## src/rtl/divider_unit.sv

```systemverilog
// rtl/divider_unit.sv - iterative radix-2 restoring divider, signed/unsigned, quotient or remainder
module divider_unit #(
    parameter int WIDTH = 16
) (
    input  logic        clk,
    input  logic        reset,
    input  logic        start,
    input  logic        is_signed,
    input  logic        op_rem,
    input  logic [31:0] read_a,
    input  logic [31:0] read_x,
    output logic        busy,
    output logic        done,
    output logic        div_by_zero,
    output logic [31:0] result
);

    localparam int CW = $clog2(WIDTH) + 1;

    typedef enum logic [1:0] {
        IDLE = 2'd0,
        ITER = 2'd1,
        FIX  = 2'd2
    } state_t;

    state_t           r_state;
    logic             r_signed;
    logic             r_op_rem;
    logic             r_neg_a;
    logic             r_neg_x;
    logic [WIDTH-1:0] r_dvd;
    logic [WIDTH-1:0] r_dvs;
    logic [WIDTH-1:0] r_orig_a;
    logic [WIDTH:0]   r_rem;
    logic [CW-1:0]    r_cnt;

    logic [WIDTH-1:0] w_a;
    logic [WIDTH-1:0] w_x;
    logic             w_neg_a;
    logic             w_neg_x;
    logic [WIDTH-1:0] w_mag_a;
    logic [WIDTH-1:0] w_mag_x;
    logic [WIDTH:0]   w_shift;
    logic [WIDTH:0]   w_diff;
    logic             w_qbit;
    logic [WIDTH-1:0] w_quo;
    logic [WIDTH-1:0] w_rmd;
    logic [WIDTH-1:0] w_sel;
    logic [31:0]      w_ext;
    logic             w_unused_hi;

    assign w_a         = read_a[WIDTH-1:0];
    assign w_x         = read_x[WIDTH-1:0];
    assign w_unused_hi = ^{read_a[31:WIDTH], read_x[31:WIDTH]};
    assign w_neg_a     = is_signed & w_a[WIDTH-1];
    assign w_neg_x     = is_signed & w_x[WIDTH-1];
    // Negating the most negative value wraps to 2^(WIDTH-1), which is the correct unsigned magnitude.
    assign w_mag_a     = w_neg_a ? -w_a : w_a;
    assign w_mag_x     = w_neg_x ? -w_x : w_x;

    assign w_shift = {r_rem[WIDTH-1:0], r_dvd[WIDTH-1]};
    assign w_diff  = w_shift - {1'b0, r_dvs};
    assign w_qbit  = ~w_diff[WIDTH];

    always_comb begin
        w_quo = r_dvd;
        w_rmd = r_rem[WIDTH-1:0];
        if (div_by_zero) begin
            w_quo = '1;
            w_rmd = r_orig_a;
        end else if (r_signed) begin
            if (r_neg_a ^ r_neg_x) w_quo = -r_dvd;
            if (r_neg_a)           w_rmd = -r_rem[WIDTH-1:0];
        end
        w_sel = r_op_rem ? w_rmd : w_quo;
        w_ext = r_signed ? {{(32-WIDTH){w_sel[WIDTH-1]}}, w_sel}
                         : {{(32-WIDTH){1'b0}}, w_sel};
    end

    always_ff @(posedge clk) begin
        if (!reset) begin
            r_state     <= IDLE;
            r_signed    <= 1'b0;
            r_op_rem    <= 1'b0;
            r_neg_a     <= 1'b0;
            r_neg_x     <= 1'b0;
            r_dvd       <= '0;
            r_dvs       <= '0;
            r_orig_a    <= '0;
            r_rem       <= '0;
            r_cnt       <= '0;
            busy        <= 1'b0;
            done        <= 1'b0;
            div_by_zero <= 1'b0;
            result      <= '0;
        end else begin
            case (r_state)
                IDLE: begin
                    done <= 1'b0;
                    if (start) begin
                        r_signed    <= is_signed;
                        r_op_rem    <= op_rem;
                        r_neg_a     <= w_neg_a;
                        r_neg_x     <= w_neg_x;
                        r_dvd       <= w_mag_a;
                        r_dvs       <= w_mag_x;
                        r_orig_a    <= w_a;
                        r_rem       <= '0;
                        r_cnt       <= '0;
                        div_by_zero <= (w_x == '0);
                        busy        <= 1'b1;
                        r_state     <= ITER;
                    end
                end
                ITER: begin
                    // Quotient bits shift into the dividend register as dividend bits shift out.
                    r_rem   <= w_qbit ? w_diff : w_shift;
                    r_dvd   <= {r_dvd[WIDTH-2:0], w_qbit};
                    r_cnt   <= r_cnt + 1'b1;
                    if (r_cnt == CW'(WIDTH - 1)) r_state <= FIX;
                end
                FIX: begin
                    result  <= w_ext;
                    done    <= 1'b1;
                    busy    <= 1'b0;
                    r_state <= IDLE;
                end
                default: r_state <= IDLE;
            endcase
        end
    end

endmodule

```

## config.mk

```make
export PLATFORM = sky130hd
export DESIGN_NAME = divider_unit
export DESIGN_NICKNAME = d
export VERILOG_FILES = /design/src/rtl/divider_unit.sv
export SDC_FILE = /design/constraint.sdc
export NUM_CORES = 1
export LEC_CHECK = 0
export ABC_AREA = 1
export CAP_MARGIN = 20
export CORE_MARGIN = 5
export CORE_UTILIZATION = 55
export DETAILED_ROUTE_END_ITERATION = 10
export GPL_TIMING_DRIVEN = 0
export PLACE_DENSITY = 0.85
export SYNTH_ARGS = -nofsm -noshare
export SYNTH_HDL_FRONTEND = slang
export SYNTH_SLANG_ARGS = --single-unit
```

## constraint.sdc

```tcl
create_clock -name clk -period 2.8 [get_ports clk]
set_input_delay 0.84 -clock clk [delete_from_list [all_inputs] [get_ports clk]]
set_output_delay 0.84 -clock clk [all_outputs]
set_load 0.05 [all_outputs]
```

==> reports/summary.log, run 1 <==
[sta] Worst-Margin Slew 0.786 ns
[layout] design area 0.00809 mm2
[layout] Util after Layout 0.649
[worst_setup_path] Critical Path Source Type flop
[sta] number of pins with negative max-slew slack in the final report 0
[yosys] top cells by area in the synthesized netlist sky130_fd_sc_hd__dfxtp_1 28%, sky130_fd_sc_hd__nand2_1 15%, sky130_fd_sc_hd__inv_1 8.1%, sky130_fd_sc_hd__nand3_1 7.5%, sky130_fd_sc_hd__a21oi_1 5.4%
[yosys] share of flip-flops with an asynchronous set or reset 0
[worst_setup_path] critical path type flop to output pin
[route] Routed wire per std cell 15.4 um
[worst_setup_path] arrival time of the worst setup path 1.79 ns
[worst_setup_path] critical path data required time 1.96 ns
[hold_path] instance count along the most critical hold path 2
[worst_setup_path] capturing element type of the critical path output pin
[floorplanning] row count 41
[clock_network] root buffer cell sky130_fd_sc_hd__clkbuf_16
[sta] worst hold margin 0.471 ns
[place] Final Wtd Congestion 0.962
[grt] antenna violations before repair 0
[worst_setup_path] worst reg2reg startpoint r_dvd[15]$_SDFFE_PN0P_
[clock_network] clk sink count 95
[grt] total congestion overflow 0
[clock_network] post-CTS setup buffer count 0
[clock_network] clock latency reported for the late side of the worst-skew pair 0.35 ns
[pwr] power density cells 605 mW/mm2
[yosys] most instantiated flip-flop cell in the synthesis netlist sky130_fd_sc_hd__dfxtp_1
[yosys] number of library cell types mapped by synthesis 49
[sta] final clock period utilization by the worst path 0.938
[hold_path] Worst Hold End result[15]$_SDFFE_PN0P_
[clock_network] CTS tree yes
[layout] diodes inserted 0
[route] overall via count from detail_route 7619
[hold_path] Hold Path Origin result[15]$_SDFFE_PN0P_
[yosys] area share of the largest cell type after synthesis 0.276
[sta] normalized max-slew margin 0.476
[place] half-perimeter wire length of the detailed placement result 16.0 mm
[yosys] sequential cell area fraction in the yosys report 0.276
[sta] maximum achievable frequency 381 MHz
[clock_network] deepest level of the CTS H-tree 3
[floorplanning] Boundary Pins 104
[hold_path] Worst Hold Class flop to flop
[clock_network] CTS clk-pin slew, worst paths 0.06 ns
[route] drt first pass iters 5
[clock_network] total CTS buffers 9
[sta] setup skew after layout 0.0101 ns
[yosys] post-synthesis register bit count 95
[clock_network] maximum clock path buffer count 2
[sta] # setup viols final 0
[yosys] gate count of the mapped netlist 1094
[grt] vias in the first global route 6783
[grt] first-pass GRT wire length 33.1 mm
[layout] non-filler cells, final 1352
[route] routed vias/inst 5.64
[route] DR iter-0 viols 794
[route] Final ANT Viol Nets 0
[sta] RSZ-0062 raised after global routing no
[layout] final net count 1267
[route] DRC violation count after routing 0
[outcome] run status finished clean
[place] Port Buffers 70
[floorplanning] Die Outline Area 0.0149 mm2
[worst_setup_path] capture point of the worst reg-to-reg path r_rem[6]$_SDFFE_PN0P_
[yosys] number of enable flip-flop cells after synthesis 0
[floorplanning] Initial Util 0.553
[clock_network] post-CTS resize count 1
[layout] proportion of layout cells with a drive suffix above 1 0.0890
[yosys] top cell type by total area after synthesis sky130_fd_sc_hd__dfxtp_1
[route] routed wire length 20.8 mm
[sta] minimum period implied by the final worst setup slack 2.63 ns
[worst_setup_path] Register-to-Register Setup Slack 0.41 ns
[floorplanning] overall die width 122 um
[place] placed cell areas 0.00781 mm2
[sta] Hold Fails Final Rpt 0
[yosys] Yosys warnings 0
[yosys] Synth Net Count 1186
[floorplanning] Chip Height 122 um
[place] Inst Count DP 1336
[grt] total routing usage reported by global routing 0.279
[clock_network] cts hold-fix bufs 0
[yosys] top cells by instance count after synthesis 270 x sky130_fd_sc_hd__nand2_1, 149 x sky130_fd_sc_hd__inv_1, 103 x sky130_fd_sc_hd__nand3_1
[yosys] Mean Syn Cell Area 6.31 um2
[layout] synthesis-to-layout area growth 17.3%
[yosys] Netlist Area Pre-Place 0.00690 mm2
[pwr] LEAKAGE 3.74 nW
[pwr] Design Power 4.89 mW
[worst_setup_path] worst-path fanout max 17
[floorplanning] total core area 0.0125 mm2
[job] max-cap check violation count 0
[yosys] most common cell in the netlist sky130_fd_sc_hd__nand2_1
[pwr] maximum resistive drop on vdd 336 uV
[worst_setup_path] Worst R2R Path Depth 16
[grt] maximum number of pins on one net before global-route repair 18
## worst max-delay path by stage
stage                                        from                     end  slack [ns]  depth (start not counted)
after floorplan            r_dvd[15]$_SDFFE_PN0P_   r_rem[8]$_SDFFE_PN0P_        0.73                         16
after global placement                  is_signed  r_dvd[12]$_SDFFE_PN0P_       -0.07                          9
after detailed placement                is_signed  r_dvd[12]$_SDFFE_PN0P_       -0.08                          9
after CTS                 result[30]$_SDFFE_PN0P_              result[20]        0.15                          2
after global routing                    is_signed  r_dvd[12]$_SDFFE_PN0P_        0.07                          9
final                     result[30]$_SDFFE_PN0P_              result[31]        0.17                          2
## metal layers
layer	track usage	vias to the layer above	wire [um]
li1	-	3717	-
met1	0.383	3385	8790
met2	0.440	464	9150
met3	0.0580	53	2340
met4	0.0903	0	548
met5	0	-	0
## cell families after synthesis
group | Yosys count | share of synthesized area
flip-flops | 95 | 0.276
adder cells (fa/ha/maj) | 23 | 0.0428
buffers and inverters | 215 | 0.135
XOR/XNOR | 15 | 0.0190
AO/OA/AOI/OAI | 201 | 0.172
AND/OR/NAND/NOR | 545 | 0.356
## critical path: stages, from the launching register on
cell                              delay (ns)
sky130_fd_sc_hd__dfxtp_2                0.49
sky130_fd_sc_hd__buf_4                  0.16
sky130_fd_sc_hd__clkdlybuf4s50_1        0.79
## where the power goes
group          switching, mW  internal [mW]  total (mW)
Combinational           1.38          0.769        2.15
Clock                  0.558          0.610        1.17
Sequential             0.120           1.45        1.57
## cells in the final DEF, fill, tap and decap left out, types with 10 or more instances in the layout
cell type	count
sky130_fd_sc_hd__nand4_1	11
sky130_fd_sc_hd__inv_1	149
sky130_fd_sc_hd__o21ai_0	62
sky130_fd_sc_hd__nand3_1	103
sky130_fd_sc_hd__dfxtp_1	94
sky130_fd_sc_hd__clkbuf_1	25
sky130_fd_sc_hd__nor2_1	97
sky130_fd_sc_hd__a21oi_1	75
sky130_fd_sc_hd__nand2_2	15
sky130_fd_sc_hd__nand2_1	270
sky130_fd_sc_hd__clkdlybuf4s50_1	70
sky130_fd_sc_hd__a21oi_2	10
sky130_fd_sc_hd__nor3_1	11
sky130_fd_sc_hd__nand3_2	10
sky130_fd_sc_hd__a31oi_1	10
sky130_fd_sc_hd__buf_2	11
sky130_fd_sc_hd__ha_1	22
sky130_fd_sc_hd__buf_4	16
## state kept, by name, indices dropped and copies added (netlist names)
signal and flops:
result 17, r_dvd 16, r_dvs 16, r_orig_a 16, r_rem 16, r_cnt 5, r_state 2, busy 1
div_by_zero 1, done 1, r_neg_a 1, r_neg_x 1, r_op_rem 1, r_signed 1
## per-stage QoR
step	setup TNS [ns]	setup slack (ns)
floorplan	0	0.727
global placement	-0.126	-0.0652
detailed placement	-0.162	-0.0826
CTS	0	0.155
global route	0	0.0707
finish	0	0.174
## layout make-up
| cell class | count | area [um2] |
|---|---|---|
| Fill cell | 1148 | 4380 |
| Multi-Input combinational cell | 784 | 4070 |
| Sequential cell | 95 | 1900 |
| Timing Repair Buffer | 70 | 701 |
| Inverter | 157 | 589 |
| Buffer | 58 | 340 |
| Clock buffer | 10 | 229 |
| Tap cell | 172 | 215 |
| Clock inverter | 6 | 45.0 |
Note: power is estimated with default switching activity, not from simulation.
==> run 2: changes to the inputs <==
SLEW_MARGIN = 20   (was default)
==> results of run 2 <==
Same layout as run 1: the final DEF is identical, and so are final timing and power.
